--- src/rtl/lsu_pkg.sv ---
// lsu_pkg: RV32I load/store funct3 codes, error codes and the unit's state type.
package lsu_pkg;
    localparam logic [2:0] F3_LB  = 3'b000;
    localparam logic [2:0] F3_LH  = 3'b001;
    localparam logic [2:0] F3_LW  = 3'b010;
    localparam logic [2:0] F3_LBU = 3'b100;
    localparam logic [2:0] F3_LHU = 3'b101;
    localparam logic [2:0] F3_SB  = 3'b000;
    localparam logic [2:0] F3_SH  = 3'b001;
    localparam logic [2:0] F3_SW  = 3'b010;
    localparam logic [1:0] ERR_NONE     = 2'd0;
    localparam logic [1:0] ERR_MISALIGN = 2'd1;
    localparam logic [1:0] ERR_FAULT    = 2'd2;
    localparam logic [1:0] ERR_ILLEGAL  = 2'd3;
    typedef enum logic {IDLE, LOAD_WAIT} state_t;
endpackage

--- src/rtl/load_align.sv ---
// load_align: picks the byte/half at a byte offset of a memory word and sign/zero extends it.
module load_align
    import lsu_pkg::*;
(
    input  logic [31:0] i_word,
    input  logic [1:0]  i_offset,
    input  logic [2:0]  i_funct3,
    output logic [31:0] o_data
);
    logic [31:0] w_sh;
    logic [7:0]  w_byte;
    logic [15:0] w_half;
    assign w_sh   = i_word >> {i_offset, 3'b000};
    assign w_byte = w_sh[7:0];
    assign w_half = w_sh[15:0];
    always_comb begin
        o_data = i_funct3 == F3_LB  ? {{24{w_byte[7]}}, w_byte} :
                 i_funct3 == F3_LH  ? {{16{w_half[15]}}, w_half} :
                 i_funct3 == F3_LBU ? {24'd0, w_byte} :
                 i_funct3 == F3_LHU ? {16'd0, w_half} : i_word;
    end
endmodule

--- src/rtl/load_store_unit.sv ---
// load_store_unit: RV32I load/store front end for a word-organised, 1-cycle-read data memory.
module load_store_unit
    import lsu_pkg::*;
#(
    parameter logic [31:0] BASE_ADDR = 32'h0000_0000,
    parameter int          ADR_W     = 12
) (
    input  logic             clk,
    input  logic             rst,
    input  logic             req_i,
    input  logic             we_i,
    input  logic [2:0]       funct3_i,
    input  logic [31:0]      addr_i,
    input  logic [31:0]      wdata_i,
    output logic             ready_o,
    output logic             rsp_valid_o,
    output logic [31:0]      rdata_o,
    output logic [1:0]       err_o,
    output logic             mem_en_o,
    output logic [3:0]       mem_we_o,
    output logic [ADR_W-1:0] mem_adr_o,
    output logic [31:0]      mem_wdata_o,
    input  logic [31:0]      mem_rdata_i
);
    state_t      r_state;
    logic [2:0]  r_f3;
    logic [1:0]  r_off;
    logic        r_rsp;
    logic [31:0] r_rdata;
    logic [1:0]  r_err;
    logic        w_acc, w_is_h, w_is_w, w_illegal, w_mis, w_oor;
    logic [1:0]  w_err;
    logic [3:0]  w_mask;
    logic [31:0] w_off, w_ext;

    assign ready_o   = !rst && r_state == IDLE;
    assign w_acc     = req_i && ready_o;
    assign w_is_h    = funct3_i[1:0] == 2'b01;
    assign w_is_w    = funct3_i[1:0] == 2'b10;
    assign w_illegal = we_i ? funct3_i > F3_SW : (funct3_i == 3'd3 || funct3_i >= 3'd6);
    assign w_mis     = (w_is_h && addr_i[0]) || (w_is_w && addr_i[1:0] != 2'b00);
    assign w_off     = addr_i - BASE_ADDR;
    // Unsigned subtraction wraps addresses below BASE_ADDR above the window too.
    assign w_oor     = w_off >= (32'd4 << ADR_W);
    assign w_err     = w_illegal ? ERR_ILLEGAL : w_mis ? ERR_MISALIGN : w_oor ? ERR_FAULT : ERR_NONE;
    assign w_mask    = w_is_w ? 4'b1111 : w_is_h ? 4'b0011 << addr_i[1:0] : 4'b0001 << addr_i[1:0];

    assign mem_en_o    = w_acc && w_err == ERR_NONE;
    assign mem_we_o    = mem_en_o && we_i ? w_mask : 4'b0000;
    assign mem_adr_o   = w_off[ADR_W+1:2];
    assign mem_wdata_o = w_is_w ? wdata_i : w_is_h ? {2{wdata_i[15:0]}} : {4{wdata_i[7:0]}};

    assign rsp_valid_o = r_rsp;
    assign rdata_o     = r_rdata;
    assign err_o       = r_err;

    load_align u_align (
        .i_word   (mem_rdata_i),
        .i_offset (r_off),
        .i_funct3 (r_f3),
        .o_data   (w_ext)
    );

    always_ff @(posedge clk) begin
        if (rst) begin
            r_state <= IDLE;
            r_rsp   <= 1'b0;
            r_rdata <= '0;
            r_err   <= ERR_NONE;
            r_f3    <= '0;
            r_off   <= '0;
        end else begin
            r_rsp <= 1'b0;
            case (r_state)
                IDLE: if (w_acc) begin
                    if (w_err != ERR_NONE || we_i) begin
                        r_rsp   <= 1'b1;
                        r_err   <= w_err;
                        r_rdata <= '0;
                    end else begin
                        r_f3    <= funct3_i;
                        r_off   <= addr_i[1:0];
                        r_state <= LOAD_WAIT;
                    end
                end
                LOAD_WAIT: begin
                    r_rsp   <= 1'b1;
                    r_err   <= ERR_NONE;
                    r_rdata <= w_ext;
                    r_state <= IDLE;
                end
                default: r_state <= IDLE;
            endcase
        end
    end
endmodule

--- config.mk ---
export PLATFORM = sky130hd
export DESIGN_NAME = load_store_unit
export DESIGN_NICKNAME = d
export VERILOG_FILES = /design/src/rtl/lsu_pkg.sv /design/src/rtl/load_align.sv /design/src/rtl/load_store_unit.sv
export SDC_FILE = /design/constraint.sdc
export NUM_CORES = 1
export LEC_CHECK = 0
export CAP_MARGIN = 15
export CORE_MARGIN = 2
export CORE_UTILIZATION = 40
export CTS_BUF_LIST = sky130_fd_sc_hd__clkbuf_4 sky130_fd_sc_hd__clkbuf_8
export DETAILED_ROUTE_END_ITERATION = 16
export GPL_ROUTABILITY_DRIVEN = 0
export PLACE_DENSITY = 0.88
export SLEW_MARGIN = 20
export SYNTH_ARGS = -nofsm -noshare
export SYNTH_HDL_FRONTEND = slang
export SYNTH_SLANG_ARGS = --single-unit
--- constraint.sdc ---
create_clock -name clk -period 4.73 [get_ports clk]
set_input_delay 0.946 -clock clk [delete_from_list [all_inputs] [get_ports clk]]
set_output_delay 0.946 -clock clk [all_outputs]
set_load 0.02 [all_outputs]
Word level (Yosys, flattened, before mapping). Cells that the tools add are included.

Logic and storage cells: 63. Bits of input ports: 103. Flip-flop bits (word level): 41.

Reduce and logical (&&, ||, !) cells: 16. Multiplexer cells: 25. $lt $le $gt $ge: 3. Bitwise gates (word level): 2. Equal/unequal tests: 8. Shift-type cells: 3.

Operator list (number): $mux 32 (8); $pmux 32 s2 (1); $ge 32x15->1 const B (1); $shr 32x5->16 (1); $mux 4 (3); $mux 2 (5); $eq 3x3->1 const B (2); $logic_and 1x1->1 (6); $mux 1 (5); $pmux 1 s2 (2); $pmux 2 s2 (1); $reduce_bool 2->1 (2); $shl 1x2->4 const A (1); $shl 2x2->4 const A (1); $eq 3x1->1 const B (1); $eq 3x2->1 const B (1); $ge 3x3->1 const B (1); $gt 3x2->1 const B (1); $logic_not 3->1 (1); $logic_or 1x1->1 (3); $reduce_and 3->1 (1); $eq 2x1->1 const B (1); $eq 2x2->1 const B (1); $logic_not 2->1 (1); 5 further kinds (6).

Longest topological paths before layout. Gate-level depths: netlist of run 1.

Depth after elaboration: 10. Gate-level depth with buffers: 8. Depth with buffers taken out: 5.

By module. Synthesis of run 1 repeated with hierarchy kept, for this count alone.

Cells, all modules: 424. Area, all modules: 3410.8 um^2.

By module, submodules not included: load_store_unit (instances 1, sequential area each 820.8 um^2, cells each 294, area each 2529.9 um^2); load_align (instances 1, sequential area each 0.0 um^2, cells each 130, area each 880.8 um^2).

Least setup slack after synthesis of run 1. Ideal clock, no wire load.

Kind: input-to-output. From: input funct3_i[1]. To: output mem_wdata_o[10]. Stages on the path: 5. Slack: 1.622 ns. Data arrival time: 2.162 ns. Cell sequence: nor2b_1 > clkbuf_1 > or2_1 > clkbuf_1 > mux2_1.

Cells in the longest elaborated chain, start to end: 3.

RTL lines: start, declared (RTL line load_store_unit.sv:12) `input logic [2:0] funct3_i,`; $eq 2x1->1 (RTL line load_store_unit.sv:38) `assign w_is_h = funct3_i[1:0] == 2'b01;`; $mux 32 (RTL line load_store_unit.sv:51) `assign mem_wdata_o = w_is_w ? wdata_i : w_is_h ? {2{wdata_i[15:0]}} : {4{wdata_i[7:0]}};`; $mux 32 (*) (RTL line load_store_unit.sv:51); end, declared (RTL line load_store_unit.sv:22) `output logic [31:0] mem_wdata_o,`.

Every way passes the cells marked *; elsewhere a longest branch is shown, timed or not.

Worst setup path after layout of run 1.
From: input funct3_i[0]. To: output mem_wdata_o[19].

Cells in the longest elaborated chain, start to end: 2.

RTL lines: $eq 2x2->1 (RTL line load_store_unit.sv:39) `assign w_is_w = funct3_i[1:0] == 2'b10;`; $mux 32 (RTL line load_store_unit.sv:51).

Every way passes these cells.

==> results.cfg, run 1 <==
[status]
status = completed

[floorplanning]
io-pin-count = 188
dieArea_um2 = 7879
start_util_pct = 41.84
die_w_um = 88.77
core_area_um2 = 6869
die_h_um = 88.77
rows = 30

[global_route]
grt_pass1_wl_um = 14300
grt_max_degree = 28
antenna_found_initial = 0
grt_pass1_vias = 3111
grt_usage_pct = 23.00
grt_overflow = 0

[finish]
drive_gt1_share_pct = 8.921
postLayoutCellArea_um2 = 4484
fin_util_pct = 65.28
instances_no_fill = 578
areaGrowthSynthToFinish_pct = 56.03
num_antenna_cells = 0
num-nets-final = 584
fill_cells = 565

[timing]
slew_viol_final = 0
fin_crit_sh_pct = 87.94
hold_viol_final = 0
grt_setup_unrepaired = false
clock_skew_ns = 0.006307
fmax_mhz = 240.4
setup_viol_count_final = 0
period_minus_slack_ns = 4.160
relSlewSlack_pct = 29.34
setup-tns-final_ns = 0
worst_pin_slew_ns = 1.060

[power]
leakage_uw = 0.001646
irDropWorstVdd_mv = 0.1022
powerDensity_nw_per_um2 = 181.2

[hold_path]
hold_path_end = rdata_o[6]
hold_depth = 2
min-delay-start = rdata_o[6]
hold_path.class = reg -> reg

[clock_network]
clk_latency_ns = 0.29
ctsHoldBuffers = 0
clockRootBuffer = clkbuf_8
cts_max_level = 2
cts_resized = 0
clk_pin_slew_ns = 0.07
cts_num_sinks = 41
cts_setup_buffers = 0
cts_buffers = 5
cts_buffer_depth = 2
cts_tree = done

[yosys]
ys_seq_elements = 41
synth_flop_cell = dfxtp_1
yosys_warnings = 0
netlist_instances = 352
synthTopCellsByCount = nand2_1, a21oi_1, dfxtp_1
synth_edf_count = 0
synth_area_per_cell_um2 = 8.165
syn_area_um2 = 2874
syn-num-nets = 455
ys_seq_area_share_pct = 28.56
synth_top_area_share_pct = 28.56
ys_types = 47
yosysTopAreaCell = dfxtp_1
yosys-top-cells-area = dfxtp_1, a21oi_1, nand2_1, buf_4, o2bb2ai_2
synth_async_sr_flop_share_pct = 0
synth.most_common_cell = nand2_1

[setup_path]
crit_type = in -> out
r2r-start = r_off[1]
crit_path_cell_trace = clkdlybuf4s50_1 -> buf_4 -> nand2b_1 -> nand2_1 -> nand2_1 -> clkdlybuf4s50_1
cp_slowest_cell = clkdlybuf4s50_1
cpLargestDelayFamily = buffers and inverters
cp_num_buf_inv = 3
slowest_delay_ns = 0.70
r2r_end = rdata_o[15]
reg2reg_depth = 6
critPathRequiredTime_ns = 3.78
cp_max_fo = 24
cp-end-kind = output pin
startpoint_type = primary input
ff2ff_setup_slack_ns = 2.13
cp.arrival_ns = 3.21

[flow_run]
drv_cap = 0

[drt]
wl_per_cell_um = 16.28
first_pass_iters = 5
ant_nets = 0
vias = 3137
drt-total-wl_um = 9409
drc_errors = 0
drt_iter0_markers = 134
via_per_inst = 5.427

[place]
place_area_um2 = 4398
port_buffers = 163
placed_cells = 570
dp_hpwl_um = 7334
## state kept, by name, indices dropped and copies added, names as in the netlist
signal,cells
r_state,1
r_off,2
err_o,2
rsp_valid_o,1
rdata_o,32
r_f3,3
## area by class of cell
| type | instances | area (um2) | share of cell area, % |
|---|---|---|---|
| multi-input cells | 256 | 1747 | 38.95 |
| clock buffers | 6 | 76.32 | 1.702 |
| well taps | 96 | 120.1 | 2.679 |
| inverters | 7 | 26.28 | 0.5859 |
| clock inverters | 2 | 10.01 | 0.2232 |
| repair buffers | 170 | 1684 | 37.56 |
| flip-flops and latches | 41 | 820.8 | 18.30 |
## routing by layer
layer / track usage [%] / vias up / routed length [um]
li1: - / 1516 / -
met2: 43.83 / 158 / 4895
met5: 0 / - / 0
met3: 5.410 / 21 / 748
met4: 7.438 / 0 / 186
met1: 24.70 / 1442 / 3579
## through the flow
stage / worst slack [ns] / power [uW] / hold WS, ns
2_1_floorplan: 1.622 / 471.0 / 0.5243
3_3_place_gp: 0.6185 / 592.9 / 0.4379
3_5_place_dp: 0.5730 / 595.4 / 0.4490
4_1_cts: 0.5666 / 818.5 / 0.4599
5_1_grt: 0.3849 / 845.9 / 0.4755
6_report: 0.5703 / 812.4 / 0.4607
## tightest hold or removal path, cell delays in order (launching register included)
cell and delay, ns:
dfxtp_1 0.31, nand2_1 0.06, o21ai_1 0.05
## where the power goes
group	switching, uW	internal [uW]
Clock	115	108
Combinational	108	134
Sequential	0.754	347
Total	224	589
## cells in the final DEF, fill, tap and decap left out, types with 7 or more instances in the layout
master	count
o2bb2ai_2	10
dfxtp_1	41
o2bb2ai_1	7
a21oi_1	42
a211oi_1	8
o32ai_1	7
o21ai_0	8
o21bai_1	8
nor2b_1	19
nor2_1	29
nand2_1	44
buf_4	7
inv_1	7
o221ai_1	14
mux2i_1	14
clkdlybuf4s50_1	163
## cell families (layout without fill, tap and decap cells)
family / count (synthesis) / after routing / synth area share, %
muxes: 24 / 24 / 8.794
and+or+nand+nor: 115 / 115 / 20.68
DFF: 41 / 41 / 28.56
buffers and inverters: 55 / 185 / 11.06
AOI/OAI and AO/OA: 117 / 117 / 30.91
## how the worst max path moves through the flow
stage                     start               to  slack [ns]  cells after the start
CTS                 funct3_i[0]  mem_wdata_o[19]        0.57                      6
floorplan           funct3_i[1]  mem_wdata_o[10]        1.62                      5
finish              funct3_i[0]  mem_wdata_o[19]        0.57                      6
detailed placement  funct3_i[0]  mem_wdata_o[19]        0.57                      6
global route        funct3_i[0]  mem_wdata_o[17]        0.38                      6
global placement    funct3_i[0]  mem_wdata_o[20]        0.62                      6
(Power assumes the default switching activity.)
==> run 2: changes to the inputs <==
--- a/config.mk
+++ b/config.mk
@@ -12,6 +12,7 @@
 export DETAILED_ROUTE_END_ITERATION = 16
 export GPL_ROUTABILITY_DRIVEN = 0
 export PLACE_DENSITY = 0.88
+export SETUP_SLACK_MARGIN = 0.05
 export SLEW_MARGIN = 20
 export SYNTH_ARGS = -nofsm -noshare
 export SYNTH_HDL_FRONTEND = slang
==> results of run 2 <==
The final DEF is identical to that of run 1; final timing and power are the same.
